$ cat config.mk
export PLATFORM = sky130hd
export DESIGN_NAME = cp0_timer_ctrl
export DESIGN_NICKNAME = d
export VERILOG_FILES = /design/src/rtl/cp0_defs.sv /design/src/rtl/cp0_timer.sv /design/src/rtl/cp0_timer_ctrl.sv
export SDC_FILE = /design/constraint.sdc
export NUM_CORES = 1
export LEC_CHECK = 0
export BUFFER_PORTS_ARGS = -buffer_cell sky130_fd_sc_hd__clkbuf_2
export CAP_MARGIN = 20
export CORE_ASPECT_RATIO = 1.1
export CORE_MARGIN = 2
export CORE_UTILIZATION = 55
export CTS_CLUSTER_DIAMETER = 200
export DETAILED_ROUTE_END_ITERATION = 16
export GPL_TIMING_DRIVEN = 0
export PLACE_DENSITY_LB_ADDON = 0.08
export SKIP_CTS_REPAIR_TIMING = 1
export SLEW_MARGIN = 40
export SYNTH_ARGS = -nofsm -noshare
export SYNTH_HDL_FRONTEND = slang
export SYNTH_SLANG_ARGS = --single-unit
$ cat constraint.sdc
create_clock -name clk -period 2.7 [get_ports clk]
set_input_delay 0.27 -clock clk [delete_from_list [all_inputs] [get_ports clk]]
set_output_delay 0.27 -clock clk [all_outputs]
set_load 0.02 [all_outputs]
$ cat src/rtl/cp0_defs.sv
// Shared CP0 definitions: register numbers, exception codes and field positions.
package cp0_defs;

   // CP0 register numbers
   localparam logic [4:0] REG_BADVADDR = 5'd8;
   localparam logic [4:0] REG_COUNT    = 5'd9;
   localparam logic [4:0] REG_COMPARE  = 5'd11;
   localparam logic [4:0] REG_SR       = 5'd12;
   localparam logic [4:0] REG_CAUSE    = 5'd13;
   localparam logic [4:0] REG_EPC      = 5'd14;
   localparam logic [4:0] REG_PRID     = 5'd15;

   // Exception codes
   localparam logic [4:0] EXC_INT  = 5'd0;
   localparam logic [4:0] EXC_ADEL = 5'd4;
   localparam logic [4:0] EXC_ADES = 5'd5;
   localparam logic [4:0] EXC_RI   = 5'd10;
   localparam logic [4:0] EXC_OV   = 5'd12;

   // SR field positions
   localparam int SR_IE     = 0;
   localparam int SR_EXL    = 1;
   localparam int SR_IM_LSB = 10;

   // Cause field positions
   localparam int CAUSE_BD      = 31;
   localparam int CAUSE_TI      = 30;
   localparam int CAUSE_IP_LSB  = 10;
   localparam int CAUSE_EXC_LSB = 2;

   // Address-error exceptions are the only ones that capture BadVAddr.
   function automatic logic is_addr_exc(input logic [4:0] code);
      return (code == EXC_ADEL) || (code == EXC_ADES);
   endfunction

endpackage

$ cat src/rtl/cp0_timer.sv
// Count/Compare timer: free-running Count, Compare register and the sticky TI bit.
module cp0_timer
   import cp0_defs::*;
(
   input  logic        clk,
   input  logic        reset,
   input  logic        i_we,
   input  logic [4:0]  i_waddr,
   input  logic [31:0] i_wdata,
   output logic [31:0] o_count,
   output logic [31:0] o_compare,
   output logic        o_ti
);

   logic [31:0] r_count;
   logic [31:0] r_compare;
   logic        r_ti;
   logic        w_wr_count;
   logic        w_wr_compare;
   logic        w_match;

   // Write decodes; i_we is already gated off by the parent during an exception.
   assign w_wr_count   = i_we && (i_waddr == REG_COUNT);
   assign w_wr_compare = i_we && (i_waddr == REG_COMPARE);
   // Compare against the registered values, so TI rises on the N -> N+1 edge.
   assign w_match      = (r_count == r_compare);

   // Count increments every cycle unless loaded; Compare write clears TI, beating a same-cycle match.
   always_ff @(posedge clk) begin
      if (reset) begin
         r_count   <= '0;
         r_compare <= '0;
         r_ti      <= 1'b0;
      end else begin
         r_count <= w_wr_count ? i_wdata : (r_count + 32'd1);
         if (w_wr_compare) begin
            r_compare <= i_wdata;
         end
         if (w_wr_compare) begin
            r_ti <= 1'b0;
         end else if (w_match) begin
            r_ti <= 1'b1;
         end
      end
   end

   assign o_count   = r_count;
   assign o_compare = r_compare;
   assign o_ti      = r_ti;

endmodule

$ cat src/rtl/cp0_timer_ctrl.sv
// Coprocessor 0 for the M stage: SR/Cause/EPC/PRId/BadVAddr plus the Count/Compare
// timer, with interrupt-over-exception arbitration and a combinational flush request.
module cp0_timer_ctrl
   import cp0_defs::*;
#(
   parameter int          NUM_HWINT  = 6,
   parameter int          TIMER_LINE = 5,
   parameter logic [31:0] PRID_VAL   = 32'h2001_1123
)(
   input  logic                 clk,
   input  logic                 reset,
   input  logic [4:0]           raddr,
   input  logic [4:0]           waddr,
   input  logic [31:0]          wdata,
   input  logic                 we,
   input  logic [31:0]          pc,
   input  logic [4:0]           excode,
   input  logic                 bd_in,
   input  logic [31:0]          badvaddr_in,
   input  logic [NUM_HWINT-1:0] hwint,
   input  logic                 eret,
   output logic                 req,
   output logic [31:0]          epc_out,
   output logic [31:0]          rdata,
   output logic                 timer_irq
);

   // SR state
   logic [NUM_HWINT-1:0] r_im;
   logic                 r_exl;
   logic                 r_ie;
   // Cause state
   logic                 r_bd;
   logic [NUM_HWINT-1:0] r_ip;
   logic [4:0]           r_exccode;
   // Other registers
   logic [31:0]          r_epc;
   logic [31:0]          r_badvaddr;

   logic [31:0]          w_count;
   logic [31:0]          w_compare;
   logic                 w_ti;
   logic [NUM_HWINT-1:0] w_line;
   logic                 w_req_int;
   logic                 w_req_ex;
   logic                 w_wr_ok;
   logic [31:0]          w_exc_pc;
   logic [31:0]          w_sr;
   logic [31:0]          w_cause;

   // mtc0 writes are dropped in any cycle that takes an exception or interrupt.
   assign w_wr_ok = we && !req;

   cp0_timer u_timer (
      .clk       (clk),
      .reset     (reset),
      .i_we      (w_wr_ok),
      .i_waddr   (waddr),
      .i_wdata   (wdata),
      .o_count   (w_count),
      .o_compare (w_compare),
      .o_ti      (w_ti)
   );

   // Interrupt lines: external levels with the timer ORed onto its line.
   always_comb begin
      w_line             = hwint;
      w_line[TIMER_LINE] = hwint[TIMER_LINE] | w_ti;
   end

   assign w_req_int = (|(w_line & r_im)) && r_ie && !r_exl;
   assign w_req_ex  = (excode != EXC_INT) && !r_exl;
   assign req       = w_req_int || w_req_ex;
   assign w_exc_pc  = bd_in ? (pc - 32'd4) : pc;
   assign epc_out   = req ? w_exc_pc : r_epc;
   assign timer_irq = w_ti;

   // SR: exception entry sets EXL, eret clears it, otherwise mtc0 loads the writable fields.
   always_ff @(posedge clk) begin
      if (reset) begin
         r_im  <= '0;
         r_exl <= 1'b0;
         r_ie  <= 1'b0;
      end else begin
         if (w_wr_ok && (waddr == REG_SR)) begin
            r_im <= wdata[SR_IM_LSB +: NUM_HWINT];
            r_ie <= wdata[SR_IE];
         end
         if (req) begin
            r_exl <= 1'b1;
         end else if (eret) begin
            r_exl <= 1'b0;
         end else if (w_wr_ok && (waddr == REG_SR)) begin
            r_exl <= wdata[SR_EXL];
         end
      end
   end

   // Cause/BadVAddr: IP samples the lines every cycle; BD, ExcCode and BadVAddr update on entry.
   always_ff @(posedge clk) begin
      if (reset) begin
         r_bd       <= 1'b0;
         r_ip       <= '0;
         r_exccode  <= '0;
         r_badvaddr <= '0;
      end else begin
         r_ip <= w_line;
         if (req) begin
            r_bd      <= bd_in;
            r_exccode <= w_req_int ? EXC_INT : excode;
            if (!w_req_int && is_addr_exc(excode)) begin
               r_badvaddr <= badvaddr_in;
            end
         end
      end
   end

   // EPC: captures the restart PC on entry, otherwise writable by mtc0.
   always_ff @(posedge clk) begin
      if (reset) begin
         r_epc <= '0;
      end else if (req) begin
         r_epc <= w_exc_pc;
      end else if (w_wr_ok && (waddr == REG_EPC)) begin
         r_epc <= wdata;
      end
   end

   // Assemble the SR and Cause read images from their fields.
   always_comb begin
      w_sr                                   = '0;
      w_sr[SR_IM_LSB +: NUM_HWINT]           = r_im;
      w_sr[SR_EXL]                           = r_exl;
      w_sr[SR_IE]                            = r_ie;
      w_cause                                = '0;
      w_cause[CAUSE_BD]                      = r_bd;
      w_cause[CAUSE_TI]                      = w_ti;
      w_cause[CAUSE_IP_LSB +: NUM_HWINT]     = r_ip;
      w_cause[CAUSE_EXC_LSB +: 5]            = r_exccode;
   end

   // mfc0 read mux; EPC reads through the bypass so it shows the entry PC during req.
   always_comb begin
      rdata = '0;
      case (raddr)
         REG_BADVADDR: rdata = r_badvaddr;
         REG_COUNT:    rdata = w_count;
         REG_COMPARE:  rdata = w_compare;
         REG_SR:       rdata = w_sr;
         REG_CAUSE:    rdata = w_cause;
         REG_EPC:      rdata = epc_out;
         REG_PRID:     rdata = PRID_VAL;
         default:      rdata = '0;
      endcase
   end

endmodule

Yosys cells after proc, flatten, opt, wreduce, memory -nomap -nowiden
Cells that the tools add are included.
{"block": "op_classes", "addsub": 2, "n_eq_ne": 14, "mux": 10, "bitwise": 2, "reduce_logical": 20}
{"cell": "$pmux W32 S7", "n": 1}
{"cell": "$mux W32", "n": 5}
{"cell": "$eq A5 B4 Y1 const B", "n": 11}
{"cell": "$add A32 B1 Y32 const B", "n": 1}
{"cell": "$eq A32 B32 Y1", "n": 1}
{"cell": "$sub A32 B3 Y32 const B", "n": 1}
{"cell": "$eq A5 B3 Y1 const B", "n": 2}
{"cell": "$logic_and A1 B1 Y1", "n": 9}
{"cell": "$and A6 B6 Y6", "n": 1}
{"cell": "$reduce_or A6 Y1", "n": 1}
{"cell": "$mux W5", "n": 1}
{"cell": "$reduce_bool A5 Y1", "n": 1}
{"cell": "$logic_not A1 Y1", "n": 3}
{"cell": "$mux W1", "n": 3}
{"cell": "$reduce_bool A3 Y1", "n": 1}
{"cell": "$logic_or A1 B1 Y1", "n": 2}
{"cell": "$reduce_and A2 Y1", "n": 1}
{"cell": "$reduce_bool A2 Y1", "n": 1}
{"cell": "$reduce_or A2 Y1", "n": 1}
{"cell": "$or A1 B1 Y1", "n": 1}
{"block": "totals", "reg_bits": 149, "word_cells": 59}

Logic depth before layout (Yosys ltp)
{"block": "logic_depth", "word_depth": 12, "ltp_mapped": 10, "mapped_depth_nobuf": 7}

Cells and area by module
From an unflattened synthesis, not the netlist that was laid out.
{"block": "hier_totals", "cells_unflattened": 1072, "hier_area_um2": 8401.8}
{"mod": "cp0_timer_ctrl", "n_inst": 1, "cells_each": 688, "area_each_um2": 5173.7, "seq_area_each_um2": 1681.6}
{"mod": "cp0_timer", "n_inst": 1, "cells_each": 384, "area_each_um2": 3228.1, "seq_area_each_um2": 1301.2}

Worst setup path after synthesis
OpenSTA, ideal clock, no wires.
{"block": "synth_path", "kind": "input to output", "start": "in excode[1]", "end": "out epc_out[23]", "t_arrival_ps": 2278, "required_time_ps": 2430, "slack_ps": 152, "stages": 8, "cell_sequence": "or3_1 o31a_1 buf_2 nor2_4 inv_2 buf_2 buf_1 a21oi_1"}
{"block": "synth_via", "elab_chain_len": 4}
{"item": "start, declared", "line_no": "cp0_timer_ctrl.sv:17", "source": "input logic [4:0] excode,"}
{"item": "$reduce_bool A5 Y1", "line_no": "cp0_timer_ctrl.sv:72", "source": "assign w_req_ex = (excode != EXC_INT) && !r_exl;"}
{"item": "$logic_and A1 B1 Y1", "line_no": "cp0_timer_ctrl.sv:72"}
{"item": "$logic_or A1 B1 Y1", "line_no": "cp0_timer_ctrl.sv:73", "source": "assign req = w_req_int || w_req_ex;"}
{"item": "via req", "line_no": "cp0_timer_ctrl.sv:22", "source": "output logic req,"}
{"item": "$mux W32", "line_no": "cp0_timer_ctrl.sv:75", "source": "assign epc_out = req ? w_exc_pc : r_epc;"}
{"item": "end, declared", "line_no": "cp0_timer_ctrl.sv:23", "source": "output logic [31:0] epc_out,"}
The timed path passes the listed nets, and every way through them passes these cells.

Worst setup path after layout
{"block": "layout_path", "start": "reg r_im[2]", "end": "out rdata[8]"}
{"block": "layout_via", "elab_chain_len": 7}
{"item": "start, declared", "line_no": "cp0_timer_ctrl.sv:29", "source": "logic [NUM_HWINT-1:0] r_im;"}
{"item": "start signal, assigned", "line_no": "cp0_timer_ctrl.sv:86", "source": "r_im <= wdata[SR_IM_LSB +: NUM_HWINT];"}
{"item": "$and A6 B6 Y6", "line_no": "cp0_timer_ctrl.sv:71", "source": "assign w_req_int = (|(w_line & r_im)) && r_ie && !r_exl;"}
{"item": "$reduce_or A6 Y1", "line_no": "cp0_timer_ctrl.sv:71"}
{"item": "$logic_and A1 B1 Y1 (2 in a row)", "line_no": "cp0_timer_ctrl.sv:71"}
{"item": "$logic_or A1 B1 Y1", "line_no": "cp0_timer_ctrl.sv:73"}
{"item": "$mux W32", "line_no": "cp0_timer_ctrl.sv:75"}
{"item": "$pmux W32 S7", "line_no": "cp0_timer_ctrl.sv:145", "source": "case (raddr)"}
{"item": "end, declared", "line_no": "cp0_timer_ctrl.sv:24", "source": "output logic [31:0] rdata,"}
Every way passes these cells.

==> results.sh <==
export IMPL_drive_gt1_frac=0.252
export IMPL_place_ws_ns=-0.375
export IMPL_h_tree_depth=4
export IMPL_syn_nets=1223
export IMPL_synth_seq_cells=149
export IMPL_gp_congestion=1.09
export IMPL_grt_pass1_wl_um=47300
export IMPL_drtPass1Iterations=7
export IMPL_end_kind="output port"
export IMPL_worst_hold_slack_ns=0.0552
export IMPL_drt_initial_drc_count=1412
export IMPL_cp_cell_sequence="a222oi_1 > buf_4 > a31oi_4 > nor2_4 > buf_12 > inv_8 > buf_12 > o21a_1 > a21o_1 > buf_6"
export IMPL_die_x_um=122
export IMPL_crit_start="r_im[2]"
export IMPL_die_area_sq_mm=0.0163
export IMPL_skew_ns=0.00786
export IMPL_hp_class="in2reg"
export IMPL_max_stage_delay_ns=0.36
export IMPL_fin_crit_ns=2.78
export IMPL_worst_r2r_startpoint="r_im[2]"
export IMPL_finalWirelength_um=32500
export IMPL_fp_dieH_um=134
export IMPL_post_route_period_util=1.03
export IMPL_worst_slew_pin_slew_ns=0.850
export IMPL_n_antenna_cell=0
export IMPL_overflow=0
export IMPL_grt_setup_unrepaired="true"
export IMPL_setup_ws_ns=-0.0819
export IMPL_reg2reg_to="u_timer.o_compare[10]"
export IMPL_maxCapViolations=0
export IMPL_clockBufferDepth=2
export IMPL_place_hpwl_um=24200
export IMPL_grt_use_total=0.382
export IMPL_synth_ff_type="dfxtp_1"
export IMPL_synthTopCellsByArea="dfxtp_1 35%, nand2_1 10%, xnor2_1 5.1%"
export IMPL_vias=9732
export IMPL_coreArea_sq_mm=0.0150
export IMPL_cp_start_kind="flop"
export IMPL_synth_top_area_frac=0.354
export IMPL_worstPathMaxFanout=6
export IMPL_netlist_instances=1099
export IMPL_initial_core_util=0.562
export IMPL_num_io_pins=188
export IMPL_setup_viol=22
export IMPL_crit_type="reg2out"
export IMPL_routedWlPerCell_um=21.1
export IMPL_synth_seq_area_share=0.354
export IMPL_final_hold_viol_count=0
export IMPL_syn_area_sq_mm=0.00843
export IMPL_synth_avg_cell_area_sq_um=7.67
export IMPL_clock_latency_ns=0.43
export IMPL_cts_clk_slew_worst_paths_ns=0.06
export IMPL_worst_r2r_cell_count=9
export IMPL_max_freq_mhz=359
export IMPL_area_delta_synth_final_pct=28.2
export IMPL_cp_data_required_time_ns=2.43
export IMPL_num_rows=47
export IMPL_drc_errors=0
export IMPL_ant_nets=0
export IMPL_cpMostUsedCell="buf_12"
export IMPL_synth_area_leader_cell="dfxtp_1"
export IMPL_grt_max_degree=17
export IMPL_grt_pass1_vias=8463
export IMPL_max_slew_margin=0.433
export IMPL_fin_area_sq_mm=0.0108
export IMPL_crit_slowest_cell="a222oi_1"
export IMPL_placed_area_sq_mm=0.00959
export IMPL_r2r_setup_slack_ns=0.06
export IMPL_synthArstFlopShare=0
export IMPL_vias_per_cell=6.32
export IMPL_violations="setup timing"
export IMPL_leakage_nw=4.19
export IMPL_clock_tree_root_cell="clkbuf_16"
export IMPL_cts_made_buffers=17
export IMPL_portBuffers=183
export IMPL_worst_ep_arrival_time_ns=2.51
export IMPL_endpoint="rdata[8]"
export IMPL_slew_violations=0
export IMPL_cts_tree="yes"
export IMPL_final_net_count=1456
export IMPL_peakVddDrop_v=0.000450
export IMPL_power_density_mw_per_mm2=533
export IMPL_synth_edf_count=0
export IMPL_clock_sinks=149
export IMPL_outcome="finished with violations"
export IMPL_finalPower_mw=5.76
export IMPL_ys_types=60
export IMPL_synth_warnings=0
export IMPL_antenna_found_initial=0
registers in the layout (all words and copies together) (netlist names):
signal / cells
u_timer.o_ti: 1
r_exl: 1
u_timer.o_compare: 32
r_exccode: 5
u_timer.o_count: 32
r_ip: 6
r_ie: 1
r_bd: 1
r_epc: 32
r_badvaddr: 32
r_im: 6
worst min-delay path by stage:
stage	slack (ns)	depth (start not counted)	endpoint	start
floorplan	0.39	2	r_ip[5]	hwint[5]
global placement	0.44	2	r_badvaddr[27]	r_badvaddr[27]
detailed placement	0.45	2	r_badvaddr[27]	r_badvaddr[27]
CTS	0.05	3	r_badvaddr[12]	badvaddr_in[12]
global route	0.06	3	r_badvaddr[27]	badvaddr_in[27]
finish	0.06	3	r_badvaddr[12]	badvaddr_in[12]
power by group:
group          internal [mW]  switching (mW)
sequential              2.28          0.0695
clock                   1.56           0.932
combinational          0.358           0.556
total                   4.20            1.56
cell usage in the layout (no fill, tap or decap), types with 10 or more instances in the layout:
cell,count
clkbuf_1,51
a222oi_1,11
nor2_1,98
a21o_1,10
a221o_1,12
buf_4,37
dfxtp_1,146
clkbuf_16,18
o21a_1,18
buf_6,10
mux2_2,18
a311oi_1,12
xnor2_1,49
nor3_1,15
clkbuf_2,172
xor2_1,33
o21ai_0,17
a31oi_1,10
nand2_1,232
buf_2,15
a211oi_1,30
nand4_1,33
a21oi_1,77
a22oi_1,29
nand3_1,21
layer usage:
| layer | GRT usage | vias to the layer above | share of wire |
|---|---|---|---|
| met3 | 0.0714 | 115 | 0.13 |
| met5 | 0 | - | 0 |
| met2 | 0.569 | 735 | 0.43 |
| met4 | 0.160 | 0 | 0.051 |
| li1 | - | 4412 | - |
| met1 | 0.543 | 4470 | 0.40 |
area by class of cell:
| cell class | instances | area (sq um) |
|---|---|---|
| multi-input cells | 861 | 5280 |
| repair inverters | 1 | 6.26 |
| repair buffers | 213 | 1230 |
| well taps | 196 | 245 |
| plain buffers | 80 | 399 |
| clock buffers | 22 | 494 |
| flip-flops and latches | 149 | 2990 |
| inverters | 9 | 41.3 |
| fillers | 1267 | 4190 |
| clock inverters | 8 | 123 |
logic make-up after synthesis:
group / count (synthesis) / share of synthesized area
and+or+nand+nor: 483 / 0.264
AOI/OAI and AO/OA: 265 / 0.216
DFF: 149 / 0.354
buffers and inverters: 90 / 0.0420
xor gates and xnor gates: 82 / 0.0852
muxes: 28 / 0.0361
adders and majority gates: 2 / 0.00297
synth_stat cells, drive strengths merged (2+ instances only):
master,instances
nand2b,5
nand3b,6
nand3,21
a221oi,4
o31ai,6
nor2,107
clkbuf,65
mux2,19
nor4,13
and3b,2
a221o,12
nor4b,2
nor3,23
nand4,33
inv,9
or3,7
or4,4
a211oi,30
o211ai,9
o21a,18
a21o,10
and3,7
and4,2
nor2b,5
a22oi,30
nor3b,4
a311oi,12
a31o,6
nand2,232
dfxtp,149
buf,16
ha,2
o31a,2
or4b,3
xnor2,49
and2,2
xor2,33
mux2i,9
o21ai,19
a222oi,11
a21oi,79
a31oi,13
critical path, delay by kind of cell (launching register included):
kind            cells  cell delay [ns]
flops               1             0.33
buf+inv             5             0.65
simple gates        1             0.19
compound gates      4             0.91
through the flow:
| stage | TNS [ns] | instances | util |
|---|---|---|---|
| finish | -0.640 | 1539 | 0.721 |
| global route | -1.60 | 1539 | 0.721 |
| CTS | -32.95 | 1508 | 0.681 |
| detailed placement | -10.15 | 1478 | 0.640 |
| global placement | -9.91 | 1478 | 0.639 |
| floorplan | 0 | 1099 | - |
No activity file was read; power rests on OpenSTA's default activity.
